===== src/rtl/conv_mem_pkg.sv =====
// Shared types and helpers for the multi-channel convolution bank memory.
// Holds the clear-sequencer state type and channel slice pack/unpack helpers.
// Helpers work on a wide bus so any NUM_CH*WIDTH up to BUS_MAX_W fits.
package conv_mem_pkg;

    typedef enum logic {IDLE, CLEAR} clr_state_t;

    localparam int unsigned BUS_MAX_W  = 1024;
    localparam int unsigned WORD_MAX_W = 64;

    // Extract channel ch (w bits wide) from a packed channel bus.
    function automatic logic [WORD_MAX_W-1:0] unpack_ch(
        input logic [BUS_MAX_W-1:0] bus,
        input int unsigned          ch,
        input int unsigned          w
    );
        logic [WORD_MAX_W-1:0] mask;
        mask      = (WORD_MAX_W'(1) << w) - WORD_MAX_W'(1);
        unpack_ch = WORD_MAX_W'(bus >> (ch * w)) & mask;
    endfunction

    // Replace channel ch (w bits wide) of a packed channel bus with word.
    function automatic logic [BUS_MAX_W-1:0] pack_ch(
        input logic [BUS_MAX_W-1:0]  bus,
        input int unsigned           ch,
        input int unsigned           w,
        input logic [WORD_MAX_W-1:0] word
    );
        logic [BUS_MAX_W-1:0] mask;
        mask    = ((BUS_MAX_W'(1) << w) - BUS_MAX_W'(1)) << (ch * w);
        pack_ch = (bus & ~mask) | ((BUS_MAX_W'(word) << (ch * w)) & mask);
    endfunction

endpackage


===== src/rtl/conv_mem_bank.sv =====
// One channel of DEPTH x WIDTH signed storage with a masked write port and registered read.
// Latency: read data registered, valid one edge after rd_en; writes visible to the next read.
// Backpressure: none; the parent gates wr_en/rd_en and supplies an alternate read word.
module conv_mem_bank #(
    parameter int WIDTH = 16,
    parameter int DEPTH = 64,
    parameter int AW    = $clog2(DEPTH)
) (
    input  logic             clk,
    input  logic             rst_n,
    input  logic             wr_en,
    input  logic [AW-1:0]    wr_addr,
    input  logic [WIDTH-1:0] wr_data,
    input  logic             rd_en,
    input  logic [AW-1:0]    rd_addr,
    input  logic             rd_use_alt,
    input  logic [WIDTH-1:0] rd_alt_data,
    output logic [WIDTH-1:0] rd_data
);

    logic [WIDTH-1:0] r_mem [DEPTH];
    logic [WIDTH-1:0] r_rd_data;

    // Storage array: no reset, contents survive rst_n.
    always_ff @(posedge clk) begin
        if (wr_en) begin
            r_mem[wr_addr] <= wr_data;
        end
    end

    // Read register: loads the old array word (read-before-write) or the parent's
    // alternate word (bypass / out-of-range zero), holds otherwise.
    always_ff @(posedge clk or negedge rst_n) begin
        if (!rst_n) begin
            r_rd_data <= '0;
        end else if (rd_en) begin
            r_rd_data <= rd_use_alt ? rd_alt_data : r_mem[rd_addr];
        end
    end

    assign rd_data = r_rd_data;

endmodule


===== src/rtl/conv_bank_memory.sv =====
// NUM_CH-channel simple-dual-port signed memory with masked writes and a hardware clear sweep.
// Latency: reads 1 cycle (rd_valid strobe); clear sweep takes DEPTH cycles then pulses clr_done.
// Backpressure: none; accesses during the sweep are dropped and flagged in sticky access_err.
// Optional: define CONV_MEM_BYPASS_EN to forward same-cycle same-address write data to the read.
module conv_bank_memory
    import conv_mem_pkg::*;
#(
    parameter  int WIDTH  = 16,
    parameter  int DEPTH  = 64,
    parameter  int NUM_CH = 4,
    localparam int AW     = $clog2(DEPTH)
) (
    input  logic                    clk,
    input  logic                    rst_n,
    input  logic                    wr_en,
    input  logic [AW-1:0]           wr_addr,
    input  logic [NUM_CH-1:0]       wr_mask,
    input  logic [NUM_CH*WIDTH-1:0] wr_data,
    input  logic                    rd_en,
    input  logic [AW-1:0]           rd_addr,
    output logic [NUM_CH*WIDTH-1:0] rd_data,
    output logic                    rd_valid,
    input  logic                    clr_req,
    output logic                    busy,
    output logic                    clr_done,
    output logic                    access_err
);

    clr_state_t    r_state;
    logic [AW-1:0] r_cnt;
    logic          r_busy;
    logic          r_clr_done;
    logic          r_access_err;
    logic          r_rd_valid;

    logic          w_idle;
    logic          w_clearing;
    logic          w_wr_in_range;
    logic          w_rd_oob;
    logic          w_wr_ok;
    logic          w_rd_acc;
    logic [AW-1:0] w_bank_waddr;

    // Addresses at or above DEPTH only exist when DEPTH is not a power of two.
    assign w_wr_in_range = ({1'b0, wr_addr} < (AW+1)'(DEPTH));
    assign w_rd_oob      = ({1'b0, rd_addr} >= (AW+1)'(DEPTH));

    assign w_idle       = (r_state == IDLE);
    assign w_clearing   = (r_state == CLEAR);
    assign w_wr_ok      = w_idle & wr_en & w_wr_in_range;
    assign w_rd_acc     = w_idle & rd_en;
    assign w_bank_waddr = w_clearing ? r_cnt : wr_addr;

    // Clear sequencer: sweeps every address once, owns busy/clr_done/access_err.
    always_ff @(posedge clk or negedge rst_n) begin
        if (!rst_n) begin
            r_state      <= IDLE;
            r_cnt        <= '0;
            r_busy       <= 1'b0;
            r_clr_done   <= 1'b0;
            r_access_err <= 1'b0;
        end else begin
            r_clr_done <= 1'b0;
            case (r_state)
                IDLE: begin
                    if (clr_req) begin
                        r_state      <= CLEAR;
                        r_cnt        <= '0;
                        r_busy       <= 1'b1;
                        r_access_err <= 1'b0;
                    end
                end
                CLEAR: begin
                    if (wr_en || rd_en) begin
                        r_access_err <= 1'b1;
                    end
                    if (r_cnt == AW'(DEPTH - 1)) begin
                        r_state    <= IDLE;
                        r_cnt      <= '0;
                        r_busy     <= 1'b0;
                        r_clr_done <= 1'b1;
                    end else begin
                        r_cnt <= r_cnt + AW'(1);
                    end
                end
                default: begin
                    r_state <= IDLE;
                    r_busy  <= 1'b0;
                end
            endcase
        end
    end

    // Read strobe: one cycle per read accepted in IDLE.
    always_ff @(posedge clk or negedge rst_n) begin
        if (!rst_n) begin
            r_rd_valid <= 1'b0;
        end else begin
            r_rd_valid <= w_rd_acc;
        end
    end

    genvar c;
    generate
        for (c = 0; c < NUM_CH; c++) begin : g_ch
            logic [WIDTH-1:0] w_wr_slice;
            logic [WIDTH-1:0] w_wdata;
            logic             w_we;
            logic             w_use_alt;
            logic [WIDTH-1:0] w_alt;

            assign w_wr_slice = WIDTH'(unpack_ch(BUS_MAX_W'(wr_data), c, WIDTH));
            assign w_we       = w_clearing | (w_wr_ok & wr_mask[c]);
            assign w_wdata    = w_clearing ? '0 : w_wr_slice;

`ifdef CONV_MEM_BYPASS_EN
            // Forward the incoming word when this channel is written at the read address.
            assign w_use_alt = w_rd_oob | (w_wr_ok & wr_mask[c] & (wr_addr == rd_addr));
            assign w_alt     = w_rd_oob ? '0 : w_wr_slice;
`else
            // Array read is naturally read-before-write; only out-of-range reads are replaced.
            assign w_use_alt = w_rd_oob;
            assign w_alt     = '0;
`endif

            conv_mem_bank #(
                .WIDTH (WIDTH),
                .DEPTH (DEPTH),
                .AW    (AW)
            ) u_bank (
                .clk         (clk),
                .rst_n       (rst_n),
                .wr_en       (w_we),
                .wr_addr     (w_bank_waddr),
                .wr_data     (w_wdata),
                .rd_en       (w_rd_acc),
                .rd_addr     (rd_addr),
                .rd_use_alt  (w_use_alt),
                .rd_alt_data (w_alt),
                .rd_data     (rd_data[c*WIDTH +: WIDTH])
            );
        end
    endgenerate

    assign rd_valid   = r_rd_valid;
    assign busy       = r_busy;
    assign clr_done   = r_clr_done;
    assign access_err = r_access_err;

endmodule


===== config.mk =====
export PLATFORM = sky130hd
export DESIGN_NAME = conv_bank_memory
export DESIGN_NICKNAME = d
export VERILOG_FILES = /design/src/rtl/conv_mem_pkg.sv /design/src/rtl/conv_mem_bank.sv /design/src/rtl/conv_bank_memory.sv
export SDC_FILE = /design/constraint.sdc
export NUM_CORES = 2
export LEC_CHECK = 0
export ABC_AREA = 1
export CORE_AREA = 2 2 616 618
export CTS_BUF_LIST = sky130_fd_sc_hd__clkbuf_4
export DETAILED_ROUTE_END_ITERATION = 12
export DIE_AREA = 0 0 618 620
export PLACE_DENSITY = 0.67
export SLEW_MARGIN = 25
export SYNTH_ARGS = -nofsm -noshare
export SYNTH_HDL_FRONTEND = slang
export SYNTH_SLANG_ARGS = --single-unit

===== constraint.sdc =====
create_clock -name clk -period 3.7 [get_ports clk]
set_clock_uncertainty 0.05 [all_clocks]
set_input_delay 0.555 -clock clk [delete_from_list [all_inputs] [get_ports clk]]
set_output_delay 0.555 -clock clk [all_outputs]
set_load 0.01 [all_outputs]

# [After elaboration in Yosys (flattened, before gate mapping)]
# Memory sizes are Yosys's and may differ from the RTL's. A register that Yosys moved wholly into a read port is not among the register bits.
# Index checks and enable logic that the tools add are counted.
[word_totals] reg_bits=11 ramBits=4096 in_bits=85 out_inout_bits=68 word_cells=60 n_memories=4
[classes] n_addsub=1 eq_ne=4 n_mux=27 bitwise=11 reduce_logical=7
[mem_list] memory="g_ch[0].u_bank.r_mem" words=64 width=16 rd=1 rd_clocked_by_memory_dff=1 write_ports=1 line="conv_mem_bank.sv:21" source="logic [WIDTH-1:0] r_mem [DEPTH];"
[mem_list] memory="g_ch[1].u_bank.r_mem" words=64 width=16 rd=1 rd_clocked_by_memory_dff=1 write_ports=1 line="conv_mem_bank.sv:21"
[mem_list] memory="g_ch[2].u_bank.r_mem" words=64 width=16 rd=1 rd_clocked_by_memory_dff=1 write_ports=1 line="conv_mem_bank.sv:21"
[mem_list] memory="g_ch[3].u_bank.r_mem" words=64 width=16 rd=1 rd_clocked_by_memory_dff=1 write_ports=1 line="conv_mem_bank.sv:21"
[ops] cell="16-bit two-way mux" n=4
[ops] cell="6-bit two-way mux" n=3
[ops] cell="1-bit two-way mux" n=16
[ops] cell="6-bit case mux with 2 select lines" n=1
[ops] cell="6-bit by 1-bit adder with 6-bit output (second input constant)" n=1
[ops] cell="1-bit AND" n=6
[ops] cell="6-bit equality test (second input constant)" n=1
[ops] cell="1-bit case mux with 2 select lines" n=3
[ops] cell="1-bit logical NOT" n=4
[ops] cell="2-bit by 1-bit != test with 1-bit output (second input constant)" n=2
[ops] cell="1-bit OR" n=4
[ops] cell="2-bit AND reduction" n=2
[ops] cell="2-bit != test (second input constant)" n=1
[ops] cell="1-bit logical OR" n=1
[ops] cell="1-bit NOT" n=1

# [Depth between registers and ports, before layout]
[depth] ltp_word=6 depth_mapped=13 ltp_nobuf=9

# [Cells and area by module]
# From an unflattened synthesis, not the netlist that was laid out.
[hier_totals] cells_unflattened=14640 area_unflattened_um2=171517.0
[modules_own_cells] module="conv_mem_bank" instances=4 cells_per_inst=3605 area_per_inst_um2=42592.1 seq_area_each_um2=31149.9
[modules_own_cells] module="conv_bank_memory" instances=1 cells_per_inst=220 area_per_inst_um2=1148.6 seq_area_each_um2=275.3

# [Worst setup path after synthesis]
# OpenSTA, ideal clock, no wires.
[synth_timing] path_kind="reg2reg" startpoint="reg r_state" endpoint="mem g_ch[2].u_bank.r_mem[0][10] (data pin)" setup_time_ns=0.502 arrival_time_ns=2.597 required_time_ns=3.148 path_slack_ns=0.550 path_stages_with_launch=6 path_buffers=4 synth_period_minus_slack_ns=3.150 cell_sequence="dfrtp_1 -> buf_6 -> buf_2 -> buf_2 -> buf_2 -> nor2_1"
[synth_via] elab_chain_len=1
[synth_rtl] item="start, declared" line="conv_bank_memory.sv:29" source="clr_state_t r_state;"
[synth_rtl] item="start signal, assigned" line="conv_bank_memory.sv:57" source="r_state <= IDLE;"
[synth_rtl] item="start signal, assigned" line="conv_bank_memory.sv:67" source="r_state <= CLEAR;"
[synth_rtl] item="start signal, assigned" line="conv_bank_memory.sv:78" source="r_state <= IDLE;"
[synth_rtl] item="16-bit two-way mux" line="conv_bank_memory.sv:114" source="assign w_wdata = w_clearing ? '0 : w_wr_slice;"
[synth_rtl] item="net g_ch[2].u_bank.wr_data[10]" line="conv_mem_bank.sv:13" source="input logic [WIDTH-1:0] wr_data,"
[synth_rtl] item="end, declared" line="conv_mem_bank.sv:21"
# The timed path passes the listed nets, and every way through them passes these cells.

# [Worst setup path in the final report]
[layout_timing] startpoint="reg r_state" endpoint="mem g_ch[2].u_bank.r_mem[1][2], enable pin"
[layout_via] elab_chain_len=6 word_cells_on_any_way=7 classes_between="mux: 3; bitwise: 4"
[layout_rtl] item="1-bit NOT" line="conv_bank_memory.sv:48" source="assign w_idle = (r_state == IDLE);"
[layout_rtl] item="1-bit AND" line="conv_bank_memory.sv:50" source="assign w_wr_ok = w_idle & wr_en & w_wr_in_range;"
[layout_rtl] item="1-bit AND" line="conv_bank_memory.sv:113" source="assign w_we = w_clearing | (w_wr_ok & wr_mask[c]);"
[layout_rtl] item="1-bit OR" line="conv_bank_memory.sv:113"
[layout_rtl] item="1-bit two-way mux" line="conv_mem_bank.sv:26" source="if (wr_en) begin"
[layout_rtl] item="1-bit two-way mux (not written as such)" line="conv_mem_bank.sv:27" source="r_mem[wr_addr] <= wr_data;"
# Parallel ways exist; a longest one is shown, timed or not.

==> run summary <==
Clock sinks: 4171
Failing checks: setup timing
Finished Cell Area: 194000 um^2
Slew Viols, Final: 0
Horiz. Die Dim: 618 um
Min-Delay Path Depth: 11
CTS tree: built
Avg Inst Size Synth: 12.1 um^2
Avg WL per Cell: 23.6 um
Worst EP required: 4950 ps
Final Hold Vio Count: 0
Number of buffers added on ports: 152
Initial antenna violation count: 19
Final Core Density: 51.5%
Synth top area share: 72.9%
Status: finished, violations left
Critical Path Stages: 9
Mean number of vias per cell: 5.58
Commonest non-fill, non-tap cell in the layout: nand2_1
Layout cells sized above 1: 15.7%
Number of global-route vias before repair: 110k
Crit path DAT: 5080 ps
Row cnt: 226
CP max stage cell: nand2_1
Most used cell, CP: nand2_1
Worst Hold Class: primary input to register
Peak supply drop: 0.344 mV
Critical path's top delay family: simple AND/OR/NAND/NOR gates
Syn nets: 14.0k
Worst setup path class: register to register
Area Growth Syn to Fin: 15.1%
Antenna Nets Post-Route: 0
Area leader, netlist: edfxtp_1
Nets: 15.0k
Rel. slew slack: 18.5%
Die Area: 383000 um^2
Critical Path End Type: register
Largest net degree at the start of global routing: 146
Synth cell types: 31
Finished Layout Cells: 20.8k
Startpoint types: register
H-tree levels: 6
Vias: 116k
Crit-path cells: buf_4 > nand2_1 > o21ai_0 > buf_4 > nand2_1 > nor2_2 > nand2_1 > nor2_1 > buf_12
Synth area leaders: edfxtp_1, nand3_1, nand2_1
Gr ovfl total: 0
CP Max Fanout: 21
CTS Buffer Depth: 4
Initial Util: 44.8%
Post-Syn Instances: 13.9k
Clk_lat worst skew: 1660 ps
Sequential area share after synthesis: 74.0%
Total CTS buffers: 961
Pwr Density: 531 nW/um^2
Global-route wire length before repair: 714000 um
Commonest non-fill, non-tap cells in the layout: nand2_1, edfxtp_1, nand3_1
Max stage delay on crit path: 800 ps
GRT Total Usage: 25.0%
Actual slew at the worst max-slew pin: 1220 ps
Drt pass-1 iters: 6
Placed instance count: 18.9k
Leak: 0.0711 uW
Die H: 620 um
Syn Std Cell Area: 169000 um^2
Core Footprint: 377000 um^2
CTS clock-pin slew for the worst setup and hold paths: 70 ps
Hold slack: 170 ps
Final critical-path share of the clock period: 103%
WP buf/inv: 3
Final WS setup: -128 ps
Max capacitance violation total: 0
Worst Reg-to-Reg Cells: 9
FF+latch count, synth: 4171
Root buf cell: clkbuf_4
Final worst path period need: 3830 ps
Peak Freq: 261 MHz
First DRT Iteration DRCs: 15.1k
Ports: 153
Ys Warns: 0
Final setup violation count: 101
Post-route DRC: 0
Setup TNS: -3510 ps
Dpl cell area: 181000 um^2
RSZ-0062 raised after global routing: yes
GP Congestion: 0.919
Routed WL: 491000 um
Hpwl dp: 292000 um
==> final cells by class <==
| cell class | instances | area (um^2) |
|---|---|---|
| diodes | 11 | 27.5 |
| clock buffers | 1382 | 10400 |
| clock inverters | 360 | 1840 |
| fillers | 31600 | 183000 |
| inverters | 89 | 399 |
| multi-input cells | 8709 | 38700 |
| flip-flops and latches | 4171 | 125000 |
| well taps | 5016 | 6280 |
| repair buffers | 1026 | 11700 |
| repair inverters | 2 | 22.5 |
==> synthesized netlist by cell type <==
master / count
inv_4: 2
nand2_4: 1
a21oi_2: 2
o21ai_2: 3
edfxtp_1: 4096
inv_1: 84
nand3_1: 4034
nand2_1: 4293
nor2_1: 325
buf_8: 1
o21ai_0: 5
clkbuf_1: 153
buf_12: 1
o21ai_1: 1
xor2_1: 2
nand2_2: 17
buf_1: 88
nor2_4: 4
inv_2: 3
a21oi_1: 3
buf_2: 450
nor2_2: 11
ha_1: 1
buf_6: 171
o22ai_1: 3
a22oi_1: 1
o31ai_1: 1
dfrtp_1: 75
nor3_1: 1
a31oi_1: 1
buf_4: 77
==> worst reg2reg max path, stage by stage (launching register included) <==
cell     delay (ps)
dfrtp_4         640
buf_4           280
nand2_1          90
o21ai_0         150
buf_4           280
nand2_1         140
nor2_2          330
nand2_1         800
nor2_1          490
buf_12          220
==> per-stage QoR <==
stage                     setup slack [ps]  power [uW]
after floorplan                        550       62200
after global placement                -382       67700
after detailed placement              -334       67900
after CTS                             21.9      103000
after global routing                  -205      107000
final                                 -128      103000
==> logic make-up (layout without fill, tap and decap cells) <==
family	Yosys count	count (layout)	synth area share (%)
xor gates and xnor gates	2	2	0.0104
other	0	11	0
and+or+nand+nor	8686	8686	22.4
DFF	4171	4171	74.0
adders and majority gates	1	1	0.00741
AOI/OAI and AO/OA	20	20	0.0763
buffers and inverters	1030	2859	3.57
==> registers in the layout, indices dropped and copies added, names as in the netlist <==
name and flops:
clr_done 1, access_err 1, g_ch.u_bank.rd_data 64, busy 1, r_state 1, g_ch.u_bank.r_mem 4096, rd_valid 1, r_cnt 6
==> what timing repair did <==
item,4_1_cts,5_1_grt
gates resized for setup,1,4
buffers inserted,0,0
cloned,0,2
endpoints found under the hold margin,3877,0
hold buffers,104,0
endpoints found under the setup margin,51,279
==> worst paths after layout <==
check / from / to / slack (ps)
worst max-delay path: r_state / g_ch[2].u_bank.r_mem[1][2] / -130
worst min-delay path: rd_addr[0] / g_ch[3].u_bank.rd_data[12] / 170
worst max register to register: r_state / g_ch[2].u_bank.r_mem[1][2] / -130
worst min register to register: g_ch[0].u_bank.rd_data[3] / g_ch[0].u_bank.rd_data[3] / 430
max in group asynchronous: rst_n / g_ch[0].u_bank.rd_data[3] / 2470
min in group asynchronous: rst_n / g_ch[3].u_bank.rd_data[11] / 580
==> metal layers <==
metal / track usage [%] / vias to the layer above / wire (um)
met5: 0 / - / 66
met3: 5.38 / 937 / 51600
li1: - / 52300 / -
met1: 32.9 / 56100 / 186000
met4: 13.0 / 10 / 25900
met2: 39.3 / 6477 / 227000
==> where the power goes <==
| part | leakage, uW | switching, uW | internal (uW) |
|---|---|---|---|
| registers | 0.0388 | 705 | 54800 |
| logic | 0.0251 | 8230 | 3450 |
| clock network | 0.00721 | 18000 | 17900 |
Note: power is estimated with default switching activity, not from simulation.
